## src/rtl/regfile_fwd.sv

```systemverilog
// regfile_fwd: general-purpose register file for the 5-stage core.
//   It has two combinational read ports and one synchronous WB write port.
//   Read data is forwarded from the EX, MEM and WB stages, and load-use
//   hazards are detected here. Stall cycles are counted by a saturating counter.
//
// Ports:
//   clk, resetn            core clock; asynchronous active-low reset
//   raddr1/rdata1          read port 1 (data is combinational)
//   raddr2/rdata2          read port 2 (data is combinational)
//   we, waddr, wdata       WB write port
//   ex_to_rf_bus           {ex_we, ex_is_load, ex_waddr, ex_result}
//   mem_to_rf_bus          {mem_we, mem_waddr, mem_result}
//   stall_req              load-use hazard; ID holds for one cycle
//   stall_cnt              number of cycles stall_req was high, saturating
//
// Optional feature (macro REGFILE_HILO_EN):
//   Adds HI/LO registers with write-through reads.
//   Ports: hilo_we[1:0] = {hi_we, lo_we}, hi_wdata, lo_wdata, hi_rdata, lo_rdata.
module regfile_fwd #(
  parameter int DATA_W = 32,
  parameter int ADDR_W = 5,
  parameter int CNT_W  = 16
) (
  input  logic                       clk,
  input  logic                       resetn,
  input  logic [ADDR_W-1:0]          raddr1,
  output logic [DATA_W-1:0]          rdata1,
  input  logic [ADDR_W-1:0]          raddr2,
  output logic [DATA_W-1:0]          rdata2,
  input  logic                       we,
  input  logic [ADDR_W-1:0]          waddr,
  input  logic [DATA_W-1:0]          wdata,
  input  logic [DATA_W+ADDR_W+1:0]   ex_to_rf_bus,
  input  logic [DATA_W+ADDR_W:0]     mem_to_rf_bus,
`ifdef REGFILE_HILO_EN
  input  logic [1:0]                 hilo_we,
  input  logic [DATA_W-1:0]          hi_wdata,
  input  logic [DATA_W-1:0]          lo_wdata,
  output logic [DATA_W-1:0]          hi_rdata,
  output logic [DATA_W-1:0]          lo_rdata,
`endif
  output logic                       stall_req,
  output logic [CNT_W-1:0]           stall_cnt
);

  localparam int NREG = 2 ** ADDR_W;

  logic                 ex_we, ex_is_load, mem_we;
  logic [ADDR_W-1:0]    ex_waddr, mem_waddr;
  logic [DATA_W-1:0]    ex_result, mem_result;

  assign {ex_we, ex_is_load, ex_waddr, ex_result} = ex_to_rf_bus;
  assign {mem_we, mem_waddr, mem_result}          = mem_to_rf_bus;

  logic [DATA_W-1:0] regs [NREG];

  always_ff @(posedge clk or negedge resetn) begin
    if (!resetn) begin
      for (int i = 0; i < NREG; i++) regs[i] <= '0;
    end else if (we && waddr != '0) begin
      regs[waddr] <= wdata;
    end
  end

  logic [ADDR_W-1:0] raddr [2];
  logic [DATA_W-1:0] rdata [2];

  assign raddr[0] = raddr1;
  assign raddr[1] = raddr2;
  assign rdata1   = rdata[0];
  assign rdata2   = rdata[1];

  // An EX-stage load has no result yet, so it is never forwarded.
  // The port falls through to MEM/WB/array; stall_req tells ID to re-read.
  for (genvar p = 0; p < 2; p++) begin : g_rd
    always_comb begin
      rdata[p] = regs[raddr[p]];
      if (raddr[p] == '0)
        rdata[p] = '0;
      else if (ex_we && !ex_is_load && ex_waddr == raddr[p])
        rdata[p] = ex_result;
      else if (mem_we && mem_waddr == raddr[p])
        rdata[p] = mem_result;
      else if (we && waddr == raddr[p])
        rdata[p] = wdata;
    end
  end

  assign stall_req = ex_we && ex_is_load && (ex_waddr != '0) &&
                     ((ex_waddr == raddr1) || (ex_waddr == raddr2));

  always_ff @(posedge clk or negedge resetn) begin
    if (!resetn)
      stall_cnt <= '0;
    else if (stall_req && stall_cnt != '1)
      stall_cnt <= stall_cnt + CNT_W'(1);
  end

`ifdef REGFILE_HILO_EN
  logic [DATA_W-1:0] hi_q, lo_q;

  always_ff @(posedge clk or negedge resetn) begin
    if (!resetn) begin
      hi_q <= '0;
      lo_q <= '0;
    end else begin
      if (hilo_we[1]) hi_q <= hi_wdata;
      if (hilo_we[0]) lo_q <= lo_wdata;
    end
  end

  assign hi_rdata = hilo_we[1] ? hi_wdata : hi_q;
  assign lo_rdata = hilo_we[0] ? lo_wdata : lo_q;
`endif

endmodule

```

## config.mk

```make
export PLATFORM = sky130hd
export DESIGN_NAME = regfile_fwd
export DESIGN_NICKNAME = d
export VERILOG_FILES = /design/src/rtl/regfile_fwd.sv
export SDC_FILE = /design/constraint.sdc
export NUM_CORES = 2
export LEC_CHECK = 0
export ABC_AREA = 1
export BUFFER_PORTS_ARGS = -buffer_cell sky130_fd_sc_hd__buf_2
export CAP_MARGIN = 20
export CORE_MARGIN = 2
export CORE_UTILIZATION = 40
export DETAILED_ROUTE_END_ITERATION = 6
export REMOVE_ABC_BUFFERS = 1
export SYNTH_ARGS = -nofsm -noshare
export SYNTH_HDL_FRONTEND = slang
export SYNTH_SLANG_ARGS = --single-unit
```

## constraint.sdc

```tcl
create_clock -name clk -period 2.12 [get_ports clk]
set_input_delay 0.318 -clock clk [delete_from_list [all_inputs] [get_ports clk]]
set_output_delay 0.318 -clock clk [all_outputs]
set_load 0.05 [all_outputs]
```

==> results.md <==
* Setup crit end kind: output port
* Worst-path cell chain: nand2_1, nand3_1, nand2_1, a21oi_2, nor2_1, nand2_1, nand3_2, o21ai_1, nand2_1, a21oi_2, buf_6
* Failing checks: setup timing
* Via/cell ratio at 5.823
* Sequential cell area at 26030 um2
* Maximum net fanout on the critical path at 3
* RSZ-0062 raised after global routing: yes
* Yosys warns at 0
* Setup TNS at -25.61 ns
* Final min period at 2.614 ns
* Fraction of registers with async set/reset at 100.0%
* Max-cap violations at 0
* Layout cells sized above 1 at between 10% and 20%
* Relative slew slack at 52.28%
* Number of global-route vias before repair at 60120
* Reg2reg setup slack at 0.22 ns
* Ys flop type: dfrtp_1
* PD cells at 842.1 nW/um2
* Met2 usage in global routing at 51.27%
* Required @ worst endpoint at about 1.8 ns
* Fillers at 14010
* ANT nets after route at 0
* TritonCTS clock tree: built
* WP buf/inv at 1
* Worst hold path class: primary input to asynchronous set/reset pin
* CTS sink cnt at 1040
* Dominant cells by area after synthesis: dfrtp_1 44%, nand2_1 24%, nand3_1 12%
* Leakage Power at 35.95 nW
* Clock-pin slew on the worst setup and hold paths at 0.06 ns
* Initial Util at 40.22%
* Antenna violations before repair at 18
* Largest net degree at the start of global routing at 90
* Routed vias at between 60000 and 70000
* CTS buffer count at 119
* Setup WS post-layout at -0.4937 ns
* Clock insertion delay at the later pin of the skew report at roughly 0.76 ns
* Worst Tran Pin Value at approximately 0.7 ns
* Setup crit start kind: register
* Longest Clk Path Bufs at 3
* Slowest stage delay, CP at between 0.3 and 0.4 ns
* Met3 Use GR at approximately 7.2%
* Setup-failing EPs final at 65
* GP Congestion at 0.9473
* Period utilization at 123.3%
* CP max stage cell: dfrtp_1
* DRC viols at 0
* Multi-input gate area at between 30000 and 40000 um2
* IO buf count at 207
* Dpl hpwl at 160300 um
* Gate Count Post-Synth at 8874
* Fmax at 382.6 MHz
* All-Layer GR Usage at 33.45%
* Leading area contributor after synthesis: dfrtp_1
* Number of synthesized flops with an enable pin at 0
* Final hold violations at 0
* Detailed Routing Iterations Pass 1 at 7
* Hold WS at ~0.073 ns
* CP dominant cell by count: nand2_1
* Post-DP Area at 67330 um2
* CTS H-tree depth at 3
* GRT overflow at 0
* Routed wire length at 260900 um
* Core Rows at 141
* Die H at 389.3 um
* WP data arrival at 2.30 ns
* Die area at 151600 um2
* Crit path max-delay family: simple AND/OR/NAND/NOR gates
* Routed len/inst at 23.31 um
* Most frequent cells in the layout: 3624 x nand2_1, 1259 x nand3_1, 1040 x dfrtp_1, 866 x o21ai_0, 460 x buf_4
* Post-synth cell types at 29
* Status: complete, but fails checks
* Most used routing layer: met2
* Die extent in x at 389.3 um
* M1 GR Usage at 44.24%
* Final Instance Area at 75720 um2
* Final Util at between 50% and 60%
* Yosys reg bits at 1040
* Clock Skews at 0.008890 ns
* Syn avg cell area at ~6.7 um2
* WS Path Type: register to output port
* Final Slew Violations at 0
* Seq/Total Area, Yosys at 43.82%
* Clk root buf: clkbuf_16
* Mapped cell area at 59390 um2
* Max VDD drop at around 0.72 mV
* First-pass GRT wire length at approximately 390000 um
* Starting DRT DRC Count at 8343
* Core ar. at roughly 150000 um2
* # IOs at 208
* Final net count at just over 9000
* Commonest non-fill, non-tap cell in the layout: nand2_1
* Yosys top cell area share at between 40% and 50%
* Area grow syn2layout at 27.50%
==> repair_timing <==
item	in CTS	in global routing
endpoints found under the setup margin	65	70
cloned	4	1
gates resized for setup	395	327
hold buffers	4	0
pin swaps	220	384
endpoints found under the hold margin	523	0
setup buffers	57	111
==> per-stage QoR <==
stage / worst slack (ns) / power (mW) / cells
after detailed placement: -0.8057 / 40.14 / 10780
after global placement: -0.8135 / 39.75 / 10780
final: -0.4937 / 63.77 / 11190
after CTS: -0.5338 / 62.63 / 11070
after global routing: -0.6089 / 66.97 / 11190
after floorplan: -9.281 / 34.59 / 8079
==> report_power, final <==
part	switching [mW]	total, mW	internal [mW]
clock	9.04	21.7	12.7
sequential	3.09	26.7	23.6
combinational	9.02	15.4	6.34
total	21.2	63.8	42.6
==> kinds of logic (layout without fill, tap and decap cells) <==
group                    count (synthesis)  count (layout)  share of synthesized area (%)
XOR/XNOR                                23              23                         0.3392
adder cells (fa/ha/maj)                  1               1                        0.02106
AO/OA/AOI/OAI                         1319            1319                          11.14
flip-flops                            1040            1040                          43.82
AND/OR/NAND/NOR                       5606            5606                          38.83
buffers and inverters                  885            1260                          5.844
other                                    0              12                              0
==> final cells by class <==
cell class | count | area share, %
clock buffer | 168 | 4.575
sequential | 1040 | 34.37
multi-input combinational | 6949 | 42.59
timing repair buffer | 945 | 13.85
antenna | 12 | 0.03966
tap | 1930 | 3.189
clock inverter | 57 | 0.8328
inverter | 90 | 0.5535
==> cell usage after synthesis (10+ instances only) <==
cell type,n
a21oi_1,372
buf_1,96
buf_2,107
clkbuf_1,588
dfrtp_1,1040
inv_1,77
inv_2,10
nand2_1,3752
nand3_1,1482
nor2_1,320
nor3_1,10
o21ai_0,907
o21ai_1,30
xor2_1,17
==> per-layer routing <==
metal | up-vias | part of all wire [%]
li1 | 29460 | -
met1 | 31050 | 40
met2 | 3853 | 44
met3 | 802 | 11
met4 | 6 | 5.9
met5 | - | 0.010
==> state kept, by name (all words and copies together), names as in the netlist <==
name,flops
stall_cnt,16
regs,1024
==> worst paths after layout <==
kind / end / startpoint / cells after the start
setup / recovery: rdata1[31] / regs[831]$_DFFE_PN0P_ / 11
hold / removal: regs[612]$_DFFE_PN0P_ / resetn / 2
setup reg to reg: stall_cnt[0]$_DFFE_PN0P_ / stall_cnt[1]$_DFFE_PN0P_ / 9
hold reg to reg: regs[999]$_DFFE_PN0P_ / regs[999]$_DFFE_PN0P_ / 0
max in group asynchronous: regs[24]$_DFFE_PN0P_ / resetn / 3
min in group clk: regs[76]$_DFFE_PN0P_ / wdata[12] / 4
No activity file was read; power rests on OpenSTA's default activity.
